### config.mk
export PLATFORM = sky130hd
export DESIGN_NAME = axi_core_mux
export DESIGN_NICKNAME = d
export VERILOG_FILES = /design/src/rtl/axi_core_mux.sv
export SDC_FILE = /design/constraint.sdc
export NUM_CORES = 1
export LEC_CHECK = 0
export CAP_MARGIN = 30
export CORE_AREA = 3 3 399 401
export CTS_BUF_LIST = sky130_fd_sc_hd__clkbuf_4 sky130_fd_sc_hd__clkbuf_8 sky130_fd_sc_hd__clkbuf_16
export DETAILED_ROUTE_END_ITERATION = 6
export DIE_AREA = 0 0 402 404
export PLACE_DENSITY = 0.31
export SYNTH_ARGS = -nofsm -noshare
export SYNTH_HDL_FRONTEND = slang
export SYNTH_SLANG_ARGS = --single-unit
### constraint.sdc
create_clock -name clk -period 3 [get_ports clk]
set_clock_uncertainty 0.05 [all_clocks]
set_input_delay 0.45 -clock clk [delete_from_list [all_inputs] [get_ports clk]]
set_output_delay 0.45 -clock clk [all_outputs]
set_load 0.02 [all_outputs]
### src/rtl/axi_core_mux.sv
`default_nettype none
// ============================================================================
// Module : axi_core_mux
// N-to-1 AXI4 master mux: round-robin AW/AR, AW-ordered W, ID-prefixed routing.
// Rev    : 1.0  initial release
// ============================================================================
module axi_core_mux #(
    parameter int NM   = 2,
    parameter int IDW  = 8,
    parameter int OSTD = 4,
    localparam int SW  = $clog2(NM)
) (
    input  logic                      clk,
    input  logic                      rst,
    input  logic [NM-1:0]             s_awvalid,
    output logic [NM-1:0]             s_awready,
    input  logic [NM-1:0][IDW-1:0]    s_awid,
    input  logic [NM-1:0][63:0]       s_awaddr,
    input  logic [NM-1:0][7:0]        s_awlen,
    input  logic [NM-1:0][2:0]        s_awsize,
    input  logic [NM-1:0][1:0]        s_awburst,
    input  logic [NM-1:0]             s_wvalid,
    output logic [NM-1:0]             s_wready,
    input  logic [NM-1:0][63:0]       s_wdata,
    input  logic [NM-1:0][7:0]        s_wstrb,
    input  logic [NM-1:0]             s_wlast,
    output logic [NM-1:0]             s_bvalid,
    input  logic [NM-1:0]             s_bready,
    output logic [NM-1:0][IDW-1:0]    s_bid,
    output logic [NM-1:0][1:0]        s_bresp,
    input  logic [NM-1:0]             s_arvalid,
    output logic [NM-1:0]             s_arready,
    input  logic [NM-1:0][IDW-1:0]    s_arid,
    input  logic [NM-1:0][63:0]       s_araddr,
    input  logic [NM-1:0][7:0]        s_arlen,
    input  logic [NM-1:0][2:0]        s_arsize,
    input  logic [NM-1:0][1:0]        s_arburst,
    output logic [NM-1:0]             s_rvalid,
    input  logic [NM-1:0]             s_rready,
    output logic [NM-1:0][IDW-1:0]    s_rid,
    output logic [NM-1:0][1:0]        s_rresp,
    output logic [NM-1:0][63:0]       s_rdata,
    output logic [NM-1:0]             s_rlast,
    output logic                      m_awvalid,
    input  logic                      m_awready,
    output logic [IDW+SW-1:0]         m_awid,
    output logic [63:0]               m_awaddr,
    output logic [7:0]                m_awlen,
    output logic [2:0]                m_awsize,
    output logic [1:0]                m_awburst,
    output logic                      m_wvalid,
    input  logic                      m_wready,
    output logic [63:0]               m_wdata,
    output logic [7:0]                m_wstrb,
    output logic                      m_wlast,
    input  logic                      m_bvalid,
    output logic                      m_bready,
    input  logic [IDW+SW-1:0]         m_bid,
    input  logic [1:0]                m_bresp,
    output logic                      m_arvalid,
    input  logic                      m_arready,
    output logic [IDW+SW-1:0]         m_arid,
    output logic [63:0]               m_araddr,
    output logic [7:0]                m_arlen,
    output logic [2:0]                m_arsize,
    output logic [1:0]                m_arburst,
    input  logic                      m_rvalid,
    output logic                      m_rready,
    input  logic [IDW+SW-1:0]         m_rid,
    input  logic [1:0]                m_rresp,
    input  logic [63:0]               m_rdata,
    input  logic                      m_rlast,
    output logic                      dbg_err
);

    localparam int PW = (OSTD > 1) ? $clog2(OSTD) : 1;
    localparam int CW = $clog2(OSTD + 1);

    // First requester at or after ptr, wrapping at NM.
    function automatic logic [SW-1:0] f_rr_pick(input logic [NM-1:0] req, input logic [SW-1:0] ptr);
        logic [SW-1:0] pick;
        int idx;
        pick = ptr;
        for (int i = NM - 1; i >= 0; i--) begin
            idx = int'(ptr) + i;
            if (idx >= NM) idx = idx - NM;
            if (req[idx[SW-1:0]]) pick = idx[SW-1:0];
        end
        return pick;
    endfunction

    function automatic logic [SW-1:0] f_core_inc(input logic [SW-1:0] g);
        return (int'(g) == NM - 1) ? '0 : g + 1'b1;
    endfunction

    function automatic logic [PW-1:0] f_fifo_inc(input logic [PW-1:0] p);
        return (int'(p) == OSTD - 1) ? '0 : p + 1'b1;
    endfunction

    logic [SW-1:0] r_aw_ptr, r_aw_gnt, w_aw_gnt;
    logic [SW-1:0] r_ar_ptr, r_ar_gnt, w_ar_gnt;
    logic          r_aw_lock, r_ar_lock, w_aw_hs, w_ar_hs;
    logic [SW-1:0] r_fifo [OSTD];
    logic [PW-1:0] r_wp, r_rp;
    logic [CW-1:0] r_cnt;
    logic          w_full, w_empty, w_pop;
    logic [SW-1:0] w_head;
    logic          w_b_hit, w_r_hit;

    // ---------------- AW arbiter ----------------
    assign w_aw_gnt  = r_aw_lock ? r_aw_gnt : f_rr_pick(s_awvalid, r_aw_ptr);
    assign m_awvalid = s_awvalid[w_aw_gnt] & ~w_full;
    assign w_aw_hs   = m_awvalid & m_awready;
    assign m_awid    = {w_aw_gnt, s_awid[w_aw_gnt]};
    assign m_awaddr  = s_awaddr[w_aw_gnt];
    assign m_awlen   = s_awlen[w_aw_gnt];
    assign m_awsize  = s_awsize[w_aw_gnt];
    assign m_awburst = s_awburst[w_aw_gnt];

    always_ff @(posedge clk) begin
        if (rst) begin
            r_aw_ptr  <= '0;
            r_aw_gnt  <= '0;
            r_aw_lock <= 1'b0;
        end else if (w_aw_hs) begin
            r_aw_ptr  <= f_core_inc(w_aw_gnt);
            r_aw_lock <= 1'b0;
        end else if (m_awvalid) begin
            r_aw_gnt  <= w_aw_gnt;
            r_aw_lock <= 1'b1;
        end
    end

    // ---------------- AR arbiter ----------------
    assign w_ar_gnt  = r_ar_lock ? r_ar_gnt : f_rr_pick(s_arvalid, r_ar_ptr);
    assign m_arvalid = s_arvalid[w_ar_gnt];
    assign w_ar_hs   = m_arvalid & m_arready;
    assign m_arid    = {w_ar_gnt, s_arid[w_ar_gnt]};
    assign m_araddr  = s_araddr[w_ar_gnt];
    assign m_arlen   = s_arlen[w_ar_gnt];
    assign m_arsize  = s_arsize[w_ar_gnt];
    assign m_arburst = s_arburst[w_ar_gnt];

    always_ff @(posedge clk) begin
        if (rst) begin
            r_ar_ptr  <= '0;
            r_ar_gnt  <= '0;
            r_ar_lock <= 1'b0;
        end else if (w_ar_hs) begin
            r_ar_ptr  <= f_core_inc(w_ar_gnt);
            r_ar_lock <= 1'b0;
        end else if (m_arvalid) begin
            r_ar_gnt  <= w_ar_gnt;
            r_ar_lock <= 1'b1;
        end
    end

    // ---------------- W-order FIFO ----------------
    assign w_full  = (r_cnt == CW'(OSTD));
    assign w_empty = (r_cnt == '0);
    assign w_head  = r_fifo[r_rp];

    always_ff @(posedge clk) begin
        if (w_aw_hs) r_fifo[r_wp] <= w_aw_gnt;
    end

    always_ff @(posedge clk) begin
        if (rst) begin
            r_wp  <= '0;
            r_rp  <= '0;
            r_cnt <= '0;
        end else begin
            if (w_aw_hs) r_wp <= f_fifo_inc(r_wp);
            if (w_pop)   r_rp <= f_fifo_inc(r_rp);
            if (w_aw_hs && !w_pop)      r_cnt <= r_cnt + 1'b1;
            else if (!w_aw_hs && w_pop) r_cnt <= r_cnt - 1'b1;
        end
    end

    // ---------------- W routing ----------------
    assign m_wvalid = ~w_empty & s_wvalid[w_head];
    assign m_wdata  = s_wdata[w_head];
    assign m_wstrb  = s_wstrb[w_head];
    assign m_wlast  = s_wlast[w_head];
    assign w_pop    = m_wvalid & m_wready & m_wlast;

    always_comb begin
        s_awready = '0;
        s_arready = '0;
        s_wready  = '0;
        for (int g = 0; g < NM; g++) begin
            s_awready[g] = (int'(w_aw_gnt) == g) & m_awready & ~w_full;
            s_arready[g] = (int'(w_ar_gnt) == g) & m_arready;
            s_wready[g]  = (int'(w_head) == g) & m_wready & ~w_empty;
        end
    end

    // ---------------- B/R routing by ID prefix ----------------
    always_comb begin
        s_bvalid = '0;
        s_rvalid = '0;
        m_bready = 1'b1;
        m_rready = 1'b1;
        w_b_hit  = 1'b0;
        w_r_hit  = 1'b0;
        for (int g = 0; g < NM; g++) begin
            s_bid[g]   = m_bid[IDW-1:0];
            s_bresp[g] = m_bresp;
            s_rid[g]   = m_rid[IDW-1:0];
            s_rresp[g] = m_rresp;
            s_rdata[g] = m_rdata;
            s_rlast[g] = m_rlast;
            if (int'(m_bid[IDW+SW-1:IDW]) == g) begin
                w_b_hit     = 1'b1;
                s_bvalid[g] = m_bvalid;
                m_bready    = s_bready[g];
            end
            if (int'(m_rid[IDW+SW-1:IDW]) == g) begin
                w_r_hit     = 1'b1;
                s_rvalid[g] = m_rvalid;
                m_rready    = s_rready[g];
            end
        end
    end

    // Unmatched prefixes are sunk (ready=1 above) and flagged until reset.
    always_ff @(posedge clk) begin
        if (rst)
            dbg_err <= 1'b0;
        else if ((m_bvalid && !w_b_hit) || (m_rvalid && !w_r_hit))
            dbg_err <= 1'b1;
    end

endmodule
`default_nettype wire
==> parameters.txt <==
Parameter                              Value

Global routing
  Maximum number of pins on one net before global-route repair ... 42
  Vias in the first global route ... 7834
  Global-route track usage on met1 ... 8.65%
  Global Route Usage Sum ... 8.31%
  Antenna violations before repair ... 31
  First-pass GRT wire length ... 86800 um
  Grt total ovfl ... 0
  GRT busiest layer ... met2
  Routing usage on met2 ... 14.3%
  Global routing usage on met3 ... 4.98%

Route
  Final routed wirelength across all metal layers ... 71500 um
  DRT iter0 DRCs ... 218
  Via-per-instance ratio ... 2.15
  Average detailed-routed wire length per instance ... 21.2 um
  Via count ... 7237
  Remaining antenna violation count after routing ... 0
  Number of remaining DRC errors ... 0
  Drt pass-1 iters ... 4

Floorplanning
  Total Die Area ... 0.162 mm2
  Standard cell core area ... 0.156 mm2
  Die H ... 404 um
  Core Rows ... 145
  Ports ... 1021
  Die extent in x ... 402 um
  Initial standard-cell utilization of the core ... 3.39%

Clock network
  Clock latency of the later-clocked register in the worst-skew pair ... 0.29 ns
  Clock Sink Count ... 19
  Hold bufs inserted after CTS ... 0
  Number of buffers on the longest clock path ... 2
  Number of buffers created by CTS ... 3
  TritonCTS clock tree ... yes
  H-tree depth ... 1
  Clock-pin slew on the worst setup and hold paths ... 0.10 ns
  CTS Root Cell ... sky130_fd_sc_hd__clkbuf_16

Worst hold path
  Endpoint, Worst Hold ... r_rp[1]
  Number of cells on the worst hold path ... 2
  Hold Path Origin ... r_rp[1]
  Hold WC Path Type ... reg2reg

Worst setup path
  Data arrival time of the critical path ... 2.45 ns
  Most repeated library cell on the critical path ... sky130_fd_sc_hd__buf_12
  Reg2Reg Setup Slack ... 0.25 ns
  Path type of the worst setup path ... in2out
  Top cell family by delay on the critical path ... buffers and inverters
  Type of element launching the critical path ... primary input
  Sum of buffers and inverters on the critical path ... 4
  Max incr delay on CP ... 0.46 ns
  Crit-path slowest cell ... sky130_fd_sc_hd__clkdlybuf4s50_1
  Number of cell instances on the worst register-to-register path ... 9
  Critical path capture point type ... output port
  Cell chain of the critical path ... clkdlybuf4s50_1 > a21boi_1 > o31ai_4 > buf_12 > buf_12 > mux2_2 > dlygate4sd2_1
  Critical path peak fanout ... 21
  Capture instance of the worst register-to-register path ... r_cnt[2]
  Cell depth of the worst setup path ... 7
  Required time of the critical path ... 2.50 ns

Power
  PnR Total Power ... 0.00527 W
  Power density of the placed cells ... 364 mW/mm2
  VDD IR-drop max ... 0.000161 V
  Leakage Power ... 5.41 nW

STA
  Post-route minimum period ... 2.95 ns
  Number of pins exceeding their max-slew limit in the final report ... 0
  Worst slew pin tran ... 0.699 ns
  RSZ-0062 raised after global routing ... yes
  Total of endpoints with negative setup slack in the final report ... 0
  Worst slack on hold paths ... 0.462 ns
  Final clock period utilization by the worst path ... 98.2%
  Highest achievable clock rate ... 0.339 GHz
  Worst rel slew slack ... 53.1%
  Final Hold Violating Endpoints ... 0

Place
  Dpl hpwl ... 67300 um
  IO Port Bufs ... 764
  Placed instance count ... 3367
  Total cell area at the placement stage ... 0.0145 mm2
  Routability congestion estimate from global placement ... 0.789

Flow run
  Maxcap violations ... 0

Yosys
  Mean instance size in the synthesized netlist ... 7.37 um2
  Yosys Warn Count ... 0
  Number of flops mapped to enable cells by yosys ... 4
  Synthesized instance count ... 717
  Number of synthesized register bits ... 19
  Cell with the most instances after synthesis ... sky130_fd_sc_hd__nand2_1
  Summed instance area of the synthesized netlist ... 0.00528 mm2
  Post-synth top area cell ... sky130_fd_sc_hd__mux2_2
  Most instantiated flip-flop cell in the synthesis netlist ... sky130_fd_sc_hd__dfxtp_1
  Number of distinct standard cells referenced by the synthesized netlist ... 35
  Area share of the largest cell type after synthesis ... 36.9%
  Main area contributors after synthesis ... sky130_fd_sc_hd__mux2_2 (37%), sky130_fd_sc_hd__buf_4 (25%), sky130_fd_sc_hd__nand2_1 (16%), sky130_fd_sc_hd__dfxtp_1 (5.7%), sky130_fd_sc_hd__edfxtp_1 (2.3%)
  Part of the Yosys area used for sequential elements ... 7.96%
  Most frequent cells after synthesis ... sky130_fd_sc_hd__nand2_1 (229), sky130_fd_sc_hd__buf_4 (173), sky130_fd_sc_hd__mux2_2 (173)
  Net Count, Synth ... 1314
  Share of flip-flops with an asynchronous set or reset ... 0%

Cells and area
  Fin nets ... 1912
  P&R area growth vs syn ... 174%
  Number of fill cells in the layout ... 18.3k
  Total non-filler cell area in the finished layout ... 0.0145 mm2
  Cell Count, Final, Fillers Out ... 3373
  Layout cells sized above 1 ... 24.2%
  Share of the core filled with cells ... 9.28%

Outcome
  Outcome ... finished, final reports clean
-- final cells by class --
cell class              instances  area, um2  share of cell area (%)
repair buffers                802       7960                    55.0
flip-flops and latches         19        420                    2.90
clock buffers                   3       75.1                   0.518
multi-input cells             483       3420                    23.6
clock inverters                 1       5.00                  0.0346
diodes                          1       2.50                  0.0173
inverters                       6       22.5                   0.156
well taps                    2058       2570                    17.8
-- placed cells by master (no fill, tap or decap), types with 2 or more instances in the layout --
cell type                           n
sky130_fd_sc_hd__ha_1               6
sky130_fd_sc_hd__clkdlybuf4s15_1   20
sky130_fd_sc_hd__mux2_2           172
sky130_fd_sc_hd__a21boi_1           2
sky130_fd_sc_hd__dfxtp_1           15
sky130_fd_sc_hd__nor3_1             3
sky130_fd_sc_hd__xor2_1             2
sky130_fd_sc_hd__inv_1              6
sky130_fd_sc_hd__clkdlybuf4s50_1  543
sky130_fd_sc_hd__mux2i_1            8
sky130_fd_sc_hd__buf_16             4
sky130_fd_sc_hd__o31ai_4            2
sky130_fd_sc_hd__dlygate4sd2_1     95
sky130_fd_sc_hd__clkbuf_16          4
sky130_fd_sc_hd__dlymetal6s2s_1     9
sky130_fd_sc_hd__nor2_1            18
sky130_fd_sc_hd__a21oi_1            8
sky130_fd_sc_hd__a211oi_1           2
sky130_fd_sc_hd__nand2_1          228
sky130_fd_sc_hd__mux2_4             2
sky130_fd_sc_hd__nor2b_1            4
sky130_fd_sc_hd__nor3b_1            2
sky130_fd_sc_hd__nand2b_1           2
sky130_fd_sc_hd__o21ai_0            5
sky130_fd_sc_hd__buf_12            24
sky130_fd_sc_hd__and2_1             7
sky130_fd_sc_hd__edfxtp_1           4
sky130_fd_sc_hd__clkbuf_2          11
sky130_fd_sc_hd__buf_4             95
-- power breakdown --
part | total [W] | switching [W] | internal (W)
clock network | 0.000360 | 0.000178 | 0.000182
registers | 0.000356 | 0.0000486 | 0.000307
logic | 0.00455 | 0.00242 | 0.00213
-- worst register-to-register path, delay by kind of cell (launching register included) --
family                     cells  cell delay [ns]
xor gates and xnor gates       1             0.18
AOI/OAI and AO/OA              1             0.13
adders and majority gates      2             0.53
DFF                            1             0.39
and+or+nand+nor                2             0.41
buffers and inverters          1             0.05
muxes                          2             0.92
-- how the worst max path moves through the flow --
stage	end	startpoint
after floorplan	r_cnt[2]	s_awvalid[1]
after global placement	m_araddr[6]	s_arvalid[0]
after detailed placement	m_awaddr[19]	s_awvalid[1]
after CTS	m_araddr[47]	s_arvalid[0]
after global routing	m_araddr[30]	s_arvalid[1]
final	m_araddr[47]	s_arvalid[0]
-- cell families after synthesis --
logic type,share of synthesized area [%]
AO/OA/AOI/OAI,2.77
XOR/XNOR,0.332
adder cells (fa/ha/maj),1.80
buffers and inverters,28.0
flip-flops,7.96
multiplexers,39.1
other,0.0710
AND/OR/NAND/NOR,20.0
-- through the flow --
| step | setup TNS, ns | worst slack [ns] |
|---|---|---|
| after CTS | -0.00432 | -0.00432 |
| after global routing | -0.730 | -0.0535 |
| after detailed placement | -21.50 | -0.228 |
| final | 0 | 0.0530 |
| after global placement | -21.45 | -0.232 |
| after floorplan | 0 | 0.349 |
-- layer usage --
metal	vias up	share of wire, %
met5	-	0.24
met3	121	14
li1	3365	-
met4	10	2.6
met1	3206	36
met2	535	48
-- repair_timing --
| action | 4_1_cts | 5_1_grt |
|---|---|---|
| setup endpoints to repair | 145 | 71 |
| pin swaps | 0 | 0 |
| buffers inserted | 0 | 2 |
| gates resized for setup | 134 | 49 |
| cloned | 0 | 1 |
Note: power is estimated with default switching activity, not from simulation.
